[src/rtl/scan_mux_pkg.sv]
// scan_mux_pkg: shared definitions for the scan_mux channel multiplexer.
//   MODE_DIRECT / MODE_SCAN / MODE_HOLD : encodings of the 2-bit mode input
//                                         (2'b11 is decoded as direct).
//   sel_width(n_ch)                     : select/channel index width, max(1, ceil(log2(n_ch))).
package scan_mux_pkg;

  localparam logic [1:0] MODE_DIRECT = 2'b00;
  localparam logic [1:0] MODE_SCAN   = 2'b01;
  localparam logic [1:0] MODE_HOLD   = 2'b10;

  function automatic int unsigned sel_width(input int unsigned n_ch);
    return (n_ch > 1) ? $clog2(n_ch) : 1;
  endfunction

endpackage

[src/rtl/scan_mux_tick.sv]
// scan_mux_tick: dwell counter for scan mode.
//   clock   : rising-edge clock
//   resetn  : asynchronous active-low reset
//   clear   : restart the dwell count at 0 (has priority over enable)
//   enable  : count one dwell cycle; wraps 0..DWELL-1
//   advance : high while enabled on the last dwell cycle, i.e. the channel must move on
module scan_mux_tick #(
  parameter int unsigned DWELL = 4
) (
  input  logic clock,
  input  logic resetn,
  input  logic clear,
  input  logic enable,
  output logic advance
);

  localparam int unsigned CNT_W = (DWELL > 1) ? $clog2(DWELL) : 1;

  logic [CNT_W-1:0] cnt_q, cnt_d;
  logic             at_last;

  assign at_last = (cnt_q == CNT_W'(DWELL - 1));
  assign advance = enable && !clear && at_last;

  always_comb begin
    cnt_d = cnt_q;
    if (clear) begin
      cnt_d = '0;
    end else if (enable) begin
      cnt_d = at_last ? '0 : cnt_q + CNT_W'(1);
    end
  end

  always_ff @(posedge clock or negedge resetn) begin
    if (!resetn) begin
      cnt_q <= '0;
    end else begin
      cnt_q <= cnt_d;
    end
  end

endmodule

[src/rtl/scan_mux.sv]
// scan_mux: registered N_CH-way channel multiplexer with direct, scan and hold modes.
//   clock     : rising-edge clock
//   resetn    : asynchronous active-low reset
//   data_in   : N_CH channels of W bits, channel c at [c*W +: W]
//   sel       : direct-mode channel select / scan start channel
//   mode      : 00 direct, 01 scan, 10 hold, 11 direct
//   out       : registered data of the selected channel
//   out_valid : out carries an in-range channel
//   cur_ch    : channel index driving out
//   scan_wrap : one-cycle pulse when scan wraps N_CH-1 -> 0
// Build option: define SCAN_MUX_SCAN_EN to include scan mode; without it mode 01 acts as
// direct and no dwell/channel state exists.
module scan_mux
  import scan_mux_pkg::*;
#(
  parameter int unsigned  N_CH  = 7,
  parameter int unsigned  W     = 1,
  parameter int unsigned  DWELL = 4,
  localparam int unsigned SEL_W = sel_width(N_CH)
) (
  input  logic              clock,
  input  logic              resetn,
  input  logic [N_CH*W-1:0] data_in,
  input  logic [SEL_W-1:0]  sel,
  input  logic [1:0]        mode,
  output logic [W-1:0]      out,
  output logic              out_valid,
  output logic [SEL_W-1:0]  cur_ch,
  output logic              scan_wrap
);

  if (N_CH < 2 || N_CH > 64 || W < 1 || W > 32 || DWELL < 1 || DWELL > 65535) begin : g_bad_param
    $error("scan_mux: parameter out of range");
  end

  function automatic logic [W-1:0] pick(input logic [N_CH*W-1:0] d,
                                        input logic [SEL_W-1:0]  idx);
    logic [W-1:0] v;
    v = '0;
    for (int c = 0; c < int'(N_CH); c++) begin
      if (idx == SEL_W'(c)) v = d[c*W +: W];
    end
    return v;
  endfunction

  logic [W-1:0]     out_q, out_d;
  logic             valid_q, valid_d;
  logic [SEL_W-1:0] cur_q, cur_d;
  logic             wrap_q, wrap_d;
  logic             sel_ok;
  logic [W-1:0]     sel_data;

  assign sel_ok   = (32'(sel) < N_CH);
  assign sel_data = pick(data_in, sel);

`ifdef SCAN_MUX_SCAN_EN
  logic [SEL_W-1:0] ch_q, ch_d, scan_ch;
  logic [W-1:0]     scan_data;
  logic             resume_q;    // previous cycle was scan or hold: scan continues, no reload
  logic             scan_entry;
  logic             advance;
  logic             ch_last;

  assign scan_entry = (mode == MODE_SCAN) && !resume_q;
  assign ch_last    = (ch_q == SEL_W'(N_CH - 1));

  scan_mux_tick #(
    .DWELL (DWELL)
  ) u_tick (
    .clock   (clock),
    .resetn  (resetn),
    .clear   (scan_entry),
    .enable  ((mode == MODE_SCAN) && resume_q),
    .advance (advance)
  );

  // Channel shown on out after this edge while scanning.
  always_comb begin
    if (scan_entry) begin
      scan_ch = sel_ok ? sel : '0;
    end else if (advance) begin
      scan_ch = ch_last ? '0 : ch_q + SEL_W'(1);
    end else begin
      scan_ch = ch_q;
    end
  end

  assign scan_data = pick(data_in, scan_ch);

  always_ff @(posedge clock or negedge resetn) begin
    if (!resetn) begin
      ch_q     <= '0;
      resume_q <= 1'b0;
    end else begin
      ch_q     <= ch_d;
      resume_q <= (mode == MODE_SCAN) || (mode == MODE_HOLD);
    end
  end
`endif

  always_comb begin
    out_d   = out_q;
    valid_d = valid_q;
    cur_d   = cur_q;
    wrap_d  = 1'b0;
`ifdef SCAN_MUX_SCAN_EN
    ch_d    = ch_q;
`endif
    if (mode == MODE_HOLD) begin
      // everything frozen, scan_wrap low
    end
`ifdef SCAN_MUX_SCAN_EN
    else if (mode == MODE_SCAN) begin
      ch_d    = scan_ch;
      out_d   = scan_data;
      valid_d = 1'b1;
      cur_d   = scan_ch;
      wrap_d  = !scan_entry && advance && ch_last;
    end
`endif
    else begin
      cur_d   = sel;
      valid_d = sel_ok;
      out_d   = sel_ok ? sel_data : '0;
    end
  end

  always_ff @(posedge clock or negedge resetn) begin
    if (!resetn) begin
      out_q   <= '0;
      valid_q <= 1'b0;
      cur_q   <= '0;
      wrap_q  <= 1'b0;
    end else begin
      out_q   <= out_d;
      valid_q <= valid_d;
      cur_q   <= cur_d;
      wrap_q  <= wrap_d;
    end
  end

  assign out       = out_q;
  assign out_valid = valid_q;
  assign cur_ch    = cur_q;
  assign scan_wrap = wrap_q;

endmodule

[config.mk]
export PLATFORM = sky130hd
export DESIGN_NAME = scan_mux
export DESIGN_NICKNAME = d
export VERILOG_FILES = /design/src/rtl/scan_mux_pkg.sv /design/src/rtl/scan_mux_tick.sv /design/src/rtl/scan_mux.sv
export SDC_FILE = /design/constraint.sdc
export NUM_CORES = 1
export LEC_CHECK = 0
export BUFFER_PORTS_ARGS = -buffer_cell sky130_fd_sc_hd__buf_4
export CAP_MARGIN = 15
export CORE_AREA = 2 2 39 41
export CTS_CLUSTER_DIAMETER = 120
export CTS_CLUSTER_SIZE = 25
export DETAILED_ROUTE_END_ITERATION = 7
export DIE_AREA = 0 0 41 43
export PLACE_DENSITY_LB_ADDON = 0.2
export SYNTH_ARGS = -nofsm -noshare
export SYNTH_HDL_FRONTEND = slang
export SYNTH_SLANG_ARGS = --single-unit
[constraint.sdc]
create_clock -name clock -period 0.8 [get_ports clock]
set_input_delay 0 -clock clock [delete_from_list [all_inputs] [get_ports clock]]
set_output_delay 0 -clock clock [all_outputs]
set_load 0.01 [all_outputs]
==> flow_metrics.tcl, run 1 <==
set metrics [dict create \
    synthFlopType "dfrtp_1" \
    synth_top_cell_by_area "dfrtp_1" \
    dp_hpwl_um 565.8 \
    post-place-ws_ns -0.02358 \
    placed_area_um2 432.9 \
    grt_start_max_net_pins 7 \
    critical_path.endpoint "out" \
    holdWs_ns 0.02315 \
    cp_top_family "flip-flops" \
    crit_path_start_kind "flop" \
    ys_warn_count 0 \
    hold_path.class "primary input to flop" \
    grt_pass1_wl_mm 1.131 \
    cts_tree "yes" \
    crit_start "out" \
    rrSetupSlack_ns 0.02 \
    ant_nets 0 \
    syn_avg_cell_area_um2 10.70 \
    vias 280 \
    r2r-start "out" \
    ys_top_cells_by_count "dfrtp_1 (5), mux2i_1 (4), inv_1 (2), mux2_2 (2), nor2_1 (2)" \
    routed_wl_um 707 \
    synth_cells 27 \
    wire_per_inst_um 10.71 \
    htree_num_levels 1 \
    synth_nets 41 \
    maxCapViolations 0 \
    rsz0062_at_grt "true" \
    finalSetupViolations 0 \
    pwr_density_cell_nw_per_um2 1582 \
    ff2ff_path_depth 2 \
    max_freq_mhz 1278 \
    yosysTopAreaCellShare_pct 43.29 \
    overflow 0 \
    peakVddDrop_v 0.0006863 \
    die_y_um 43 \
    routed_via_density 4.242 \
    clock-sinks 5 \
    grt_usage_pct 9.970 \
    remaining_drc_errors 0 \
    async_flop_share_pct 100.0 \
    first_global_vias 271 \
    nets 65 \
    cts_buffer_depth 2 \
    drive_gt1_share_pct 50.00 \
    hold_viol 0 \
    port_buffers 18 \
    slowest_stage "dfrtp_1" \
    area_delta_synth_final_pct 67.10 \
    cts_buffers 3 \
    cts_setup_buffers 0 \
    synth_area_leaders "dfrtp_1 (43%), mux2i_1 (14%), mux2_2 (7.8%), buf_6 (3.9%), a222oi_1 (3.5%)" \
    min_period_ns 0.7826 \
    critical_path_cell_count 2 \
    cp_num_buf_inv 0 \
    coreArea_um2 1384 \
    drt_iter0_drc 5 \
    layout_setup_ws_ns 0.01741 \
    ys_seq_elements 5 \
    ys_seq_area_share_pct 43.29 \
    fin_skew_ns 0 \
    critPathRequiredTime_ns 0.92 \
    num_antenna_cells 0 \
    dieArea_um2 1763 \
    drv_slew 0 \
    initial_utilization_pct 20.89 \
    design_area_um2 483.0 \
    r2r-end "out" \
    synth_cell_types 17 \
    fin_crit_sh_pct 97.82 \
    status "finished clean" \
    place_congestion 0.6622 \
    crit_path_max_fanout 2 \
    clk_latency_ns 0.24 \
    antenna_found_initial 0 \
    setup.worst_path.class "flop to flop" \
    die_w_um 41 \
    synth_area_um2 289.0 \
    critPathArrivalTime_ns 0.91 \
    drt-pass1-iter-count 4 \
    cp_cell_sequence "and3_1, o22a_1" \
    io_pins 20 \
    clkTransAtPathRegs_ns 0.05 \
    rows 14 \
    cts-root-buf "clkbuf_4" \
    post-synth-top-count-cell "dfrtp_1" \
    synth_edf_count 0 \
    worst_path_largest_cell_delay_ns 0.37 \
    leakage_nw 0.2435 \
    crit_path_end_kind "flop" \
]
## layout by cell type (no fill, tap or decap)
cell type	count
buf_4	18
dfrtp_1	5
mux2i_1	4
clkbuf_4	3
inv_1	2
nor2_1	2
mux2_2	2
dlygate4sd3_1	2
nand2b_1	1
nand2_1	1
nand2b_2	1
and3_1	1
nor2b_1	1
a222oi_1	1
o22a_1	1
a41oi_1	1
o21ai_0	1
conb_1	1
clkbuf_1	1
buf_6	1
## worst register-to-register path, cell delays in order (launching register included)
cell and delay [ns]:
dfrtp_1 0.37, and3_1 0.14, o22a_1 0.15
## area by class of cell
class / count / area (um^2)
Timing Repair Buffer: 21 / 166.4
Fill cell: 151 / 900.9
Multi-Input combinational cell: 18 / 137.6
Tap cell: 16 / 20.02
Inverter: 2 / 7.507
Clock buffer: 4 / 26.28
Sequential cell: 5 / 125.1
## metrics by stage
| step | utilization, % | total power [mW] | TNS [ns] | cells |
|---|---|---|---|---|
| detailed placement | 31.28 | 0.4665 | -0.02358 | 60 |
| floorplan | - | 0.3667 | -0.01356 | 27 |
| CTS | 34.63 | 0.7785 | 0 | 66 |
| finish | 34.90 | 0.7639 | 0 | 66 |
| global route | 34.90 | 0.8230 | -0.03313 | 66 |
| global placement | 31.28 | 0.4636 | 0 | 60 |
## registers in the layout, indices dropped and copies added (netlist names)
| signal | count |
|---|---|
| cur_ch | 3 |
| out_valid | 1 |
| out | 1 |
## worst min-delay path by stage
stage	endpoint	slack (ns)	from	depth (start not counted)
after global placement	cur_ch[1]	-0.19	resetn	1
final	out_valid	0.02	sel[1]	2
after floorplan	cur_ch[0]	-0.30	resetn	0
after detailed placement	cur_ch[2]	-0.19	resetn	1
after CTS	out_valid	0.02	sel[1]	2
after global routing	out_valid	0.03	sel[1]	2
## cell families after synthesis
| kind of cell | Yosys count | synth area share [%] |
|---|---|---|
| DFF | 5 | 43.29 |
| muxes | 6 | 21.65 |
| AOI/OAI and AO/OA | 4 | 11.25 |
| and+or+nand+nor | 7 | 13.42 |
| other | 1 | 1.297 |
| buffers and inverters | 4 | 9.093 |
## power breakdown
part           internal (mW)  switching, mW  total, mW
Sequential             0.276         0.0121      0.288
Clock                  0.189          0.103      0.292
Combinational          0.114         0.0700      0.184
Total                  0.578          0.185      0.764
## layer usage
layer  up-vias  GRT usage (%)  routed length [um]
met5         -              0                   0
met4         0          6.000                   0
met3         0          3.141                  46
met2         8          13.75                 366
met1       133          12.99                 294
li1        139              -                   -
## what timing repair did
item	in CTS	in global routing
pin swaps	1	0
endpoints found under the setup margin	1	3
gates resized for setup	0	1
hold endpoints to repair	6	0
hold buffers	2	0
(Power assumes the default switching activity.)
==> run 2: changes to the inputs <==
--- a/config.mk
+++ b/config.mk
@@ -5,14 +5,14 @@
 export SDC_FILE = /design/constraint.sdc
 export NUM_CORES = 1
 export LEC_CHECK = 0
-export BUFFER_PORTS_ARGS = -buffer_cell sky130_fd_sc_hd__buf_4
+export BUFFER_PORTS_ARGS = -buffer_cell sky130_fd_sc_hd__buf_2
 export CAP_MARGIN = 15
 export CORE_AREA = 2 2 39 41
 export CTS_CLUSTER_DIAMETER = 120
 export CTS_CLUSTER_SIZE = 25
 export DETAILED_ROUTE_END_ITERATION = 7
 export DIE_AREA = 0 0 41 43
-export PLACE_DENSITY_LB_ADDON = 0.2
+export SLEW_MARGIN = 20
 export SYNTH_ARGS = -nofsm -noshare
 export SYNTH_HDL_FRONTEND = slang
 export SYNTH_SLANG_ARGS = --single-unit
==> flow_metrics.tcl, run 2 (synthesis results as in run 1) <==
set metrics [dict create \
    remaining_drc_errors 0 \
    io_pins 20 \
    combinationalPowerShare_pct 20.6 \
    rows 14 \
    first_global_vias 275 \
    cts-root-buf "clkbuf_4" \
    placedCellCount 61 \
    slowest_stage "dfrtp_1" \
    ff2ff_path_depth 2 \
    die_y_um 43 \
    pwr_density_cell_nw_per_um2 1688 \
    area_delta_synth_final_pct 49.35 \
    design_area_um2 431.7 \
    netSwitchingPower_uw 182.4 \
    ant_nets 0 \
    grt_usage_pct 9.100 \
    cts_buffers 3 \
    cp_top_family "flip-flops" \
    htree_num_levels 1 \
    grt_pass1_wl_um 979 \
    crit_path_max_fanout 2 \
    critPathRequiredTime_ns 0.93 \
    drive_gt1_share_pct 52.00 \
    critPathArrivalTime_ns 0.89 \
    r2r-end "out" \
    finalSetupViolations 0 \
    overflow 0 \
    min_period_ns 0.7637 \
    multi_input_area_um2 137.6 \
    cts_buffer_depth 2 \
    hold_viol 0 \
    fin_crit_sh_pct 95.46 \
    layout_commonest_cell "buf_2" \
    setup.worst_path.class "flop to flop" \
    status "finished clean" \
    sw_frac_of_total_pct 25.04 \
    seq_area_um2 125.1 \
    cp_cell_sequence "and3_1, o22a_1" \
    clkTransAtPathRegs_ns 0.05 \
    routed_wl_um 664 \
    wire_per_inst_um 10.06 \
    maxCapViolations 0 \
    rrSetupSlack_ns 0.04 \
    mostFrequentLayoutCells "buf_2 (18), dfrtp_1 (5), mux2i_1 (4)" \
    routed_via_density 4.303 \
    cts_setup_buffers 0 \
    largest_reg_flops 3 \
    port_buffers 18 \
    coreArea_um2 1384 \
    hold_end "out_valid" \
    min_delay_path_depth 2 \
    die_w_um 41 \
    drt_iter0_drc 4 \
    cp_num_buf_inv 0 \
    nets 65 \
    rsz0062_at_grt "false" \
    max_freq_mhz 1309 \
    placed_area_um2 395.4 \
    p_int_uw 546.1 \
    peakVddDrop_v 0.0004590 \
    final_util_pct 31.19 \
    worst_path_largest_cell_delay_ns 0.36 \
    hold_path_startpoint "sel[2]" \
    cts_tree "yes" \
    vias 284 \
    grt_start_max_net_pins 7 \
    r2r-start "out" \
    clock-sinks 5 \
    fin_cells 66 \
    p_clk_share_pct 40.2 \
    crit_path_start_kind "flop" \
    place_congestion 0.6827 \
    clk_latency_ns 0.24 \
    cts.repair.resized 0 \
    hold_path.class "primary input to flop" \
    drt-pass1-iter-count 4 \
    initial_utilization_pct 20.89 \
    p_seq_share_pct 39.1 \
    fill_cells 151 \
    fin_skew_ns 0 \
    drv_slew 0 \
    antenna_found_initial 0 \
    setup_tns_ns 0 \
    num_antenna_cells 0 \
    dieArea_um2 1763 \
    crit_path_end_kind "flop" \
    leakage_nw 0.2267 \
]
## run 2: layer usage
layer  routed length, um  up-vias  global-route usage (%)  share of wire [%]
met5                   0        -                       0                  0
met3                  68        2                   4.712                 10
met4                   4        0                   10.00               0.60
met2                 319       12                   12.19                 48
li1                    -      137                       -                  -
met1                 272      133                   8.882                 41
## run 2: how the worst max path moves through the flow
stage	from	to	slack [ns]	cells after the start
2_1_floorplan	out	out	-0.01	2
6_report	out	out	0.04	2
3_5_place_dp	sel[0]	out	-0.02	4
5_1_grt	out	out	0.01	2
3_3_place_gp	mode[0]	cur_ch[0]	0.01	3
4_1_cts	out	out	0.009	2
## run 2: repair_timing
action                                 4_1_cts  5_1_grt
endpoints found under the hold margin        5        0
hold buffers                                 1        0
setup endpoints to repair                    0        1
## run 2: area by class of cell
type | count | share of cell area [%]
multi-input cells | 18 | 31.88
flip-flops and latches | 5 | 28.99
repair buffers | 21 | 26.67
clock buffers | 4 | 6.087
well taps | 16 | 4.638
inverters | 2 | 1.739
## run 2: metrics by stage
step / power [mW] / worst slack (ns) / hold WS, ns
floorplan: 0.3667 / -0.01356 / -0.2956
global route: 0.7756 / 0.01299 / 0.02080
global placement: 0.4380 / 0.01350 / -0.1794
detailed placement: 0.4388 / -0.02040 / -0.1782
CTS: 0.7494 / 0.009356 / 0.003212
finish: 0.7285 / 0.03628 / 0.007427
## run 2: power by group through the flow
stage               clock network, mW  logic [mW]  registers, mW
global placement                    0       0.148          0.290
global route                    0.324       0.165          0.287
floorplan                           0      0.0661          0.301
CTS                             0.310       0.154          0.285
detailed placement                  0       0.150          0.289
finish                          0.293       0.150          0.285
==> run 3: changes to the inputs <==
--- a/config.mk
+++ b/config.mk
@@ -8,6 +8,7 @@
 export BUFFER_PORTS_ARGS = -buffer_cell sky130_fd_sc_hd__buf_2
 export CAP_MARGIN = 15
 export CORE_AREA = 2 2 39 41
+export CTS_BUF_LIST = sky130_fd_sc_hd__clkbuf_16
 export CTS_CLUSTER_DIAMETER = 120
 export CTS_CLUSTER_SIZE = 25
 export DETAILED_ROUTE_END_ITERATION = 7
==> flow_metrics.tcl, run 3 (synthesis results as in run 1) <==
set metrics [dict create \
    status "finished clean" \
    peakVddDrop_v 0.001013 \
    placedCellCount 61 \
    place_congestion 0.6827 \
    clock-sinks 5 \
    num_antenna_cells 0 \
    final_util_pct 34.99 \
    first_global_vias 278 \
    port_buffers 18 \
    min_period_ns 0.7626 \
    initial_utilization_pct 20.89 \
    crit_path_end_kind "flop" \
    ff2ff_path_depth 2 \
    drive_gt1_share_pct 52.00 \
    fin_skew_ns 0 \
    die_w_um 41 \
    coreArea_um2 1384 \
    cp_cell_sequence "and3_1, o22a_1" \
    finalSetupViolations 0 \
    max_freq_mhz 1311 \
    cp_num_buf_inv 0 \
    nets 65 \
    fin_crit_sh_pct 95.33 \
    overflow 0 \
    rrSetupSlack_ns 0.04 \
    ant_nets 0 \
    cts-root-buf "clkbuf_16" \
    r2r-end "out" \
    critPathRequiredTime_ns 0.91 \
    worst_path_largest_cell_delay_ns 0.36 \
    leakage_nw 0.2540 \
    fin_cells 66 \
    layout_commonest_cell "buf_2" \
    grt_usage_pct 10.21 \
    critPathArrivalTime_ns 0.88 \
    area_delta_synth_final_pct 67.53 \
    mostFrequentLayoutCells "buf_2 (18), dfrtp_1 (5), mux2i_1 (4)" \
    min_delay_path_depth 2 \
    drt-pass1-iter-count 4 \
    routed_wl_um 698 \
    drt_iter0_drc 4 \
    rsz0062_at_grt "false" \
    cts_buffer_depth 2 \
    clk_latency_ns 0.23 \
    hold_end "out_valid" \
    grt_start_max_net_pins 7 \
    crit_path_start_kind "flop" \
    r2r-start "out" \
    pwr_density_cell_nw_per_um2 2569 \
    die_y_um 43 \
    remaining_drc_errors 0 \
    clkTransAtPathRegs_ns 0.03 \
    largest_reg_flops 3 \
    hold_path.class "primary input to flop" \
    vias 284 \
    dieArea_um2 1763 \
    hold_path_startpoint "sel[2]" \
    cts.repair.resized 0 \
    htree_num_levels 1 \
    wire_per_inst_um 10.58 \
    cp_top_family "flip-flops" \
    grt_pass1_wl_mm 1.028 \
    cts_tree "yes" \
    rows 14 \
    drv_slew 0 \
    hold_viol 0 \
    cts_buffers 3 \
    routed_via_density 4.303 \
    io_pins 20 \
    crit_path_max_fanout 2 \
    maxCapViolations 0 \
    antenna_found_initial 0 \
    setup.worst_path.class "flop to flop" \
    slowest_stage "dfrtp_1" \
]
## run 3: layout make-up
type / count / area, um^2
Fill cell: 150 / 899.6
Multi-Input combinational cell: 18 / 137.6
Sequential cell: 5 / 125.1
Timing Repair Buffer: 21 / 115.1
Clock buffer: 3 / 75.07
Tap cell: 16 / 20.02
Inverter: 2 / 7.507
Clock inverter: 1 / 3.754
## run 3: worst max-delay path by stage
stage	endpoint	startpoint	cells past startpoint	slack (ns)
floorplan	out	out	2	-0.01
global placement	cur_ch[0]	mode[0]	3	0.01
detailed placement	out	sel[0]	4	-0.02
CTS	out	out	2	0.01
global route	out	out	2	0.01
finish	out	out	2	0.04
## run 3: through the flow
| step | cell area (um^2) | setup TNS (ns) | hold slack [ns] | total power [mW] | setup WS (ns) |
|---|---|---|---|---|---|
| 2_1_floorplan | 289.0 | -0.01356 | -0.2956 | 0.3667 | -0.01356 |
| 3_3_place_gp | 395.4 | 0 | -0.1794 | 0.4380 | 0.01350 |
| 3_5_place_dp | 395.4 | -0.02040 | -0.1782 | 0.4388 | -0.02040 |
| 4_1_cts | 484.2 | 0 | 0.02340 | 1.274 | 0.01109 |
| 5_1_grt | 484.2 | 0 | 0.04413 | 1.304 | 0.01475 |
| 6_report | 484.2 | 0 | 0.02417 | 1.244 | 0.03739 |
## run 3: routing by layer
layer	wire [um]	part of all wire [%]	global-route usage (%)	up-vias
met5	0	0	0	-
met4	9	1.3	12.00	0
met3	74	11	7.853	2
met2	338	48	12.50	12
met1	276	40	9.211	133
li1	-	-	-	137
## run 3: repair_timing
| action | 4_1_cts | 5_1_grt |
|---|---|---|
| hold buffers | 1 | 0 |
| setup buffers | 0 | 0 |
| setup endpoints to repair | 0 | 1 |
| hold endpoints to repair | 5 | 0 |
## run 3: where the power goes
part	leakage [nW]	switching (mW)	total (mW)	internal, mW
Clock	0.0423	0.161	0.808	0.647
Combinational	0.155	0.0687	0.150	0.0818
Sequential	0.0565	0.00935	0.286	0.276
Total	0.254	0.239	1.24	1.01
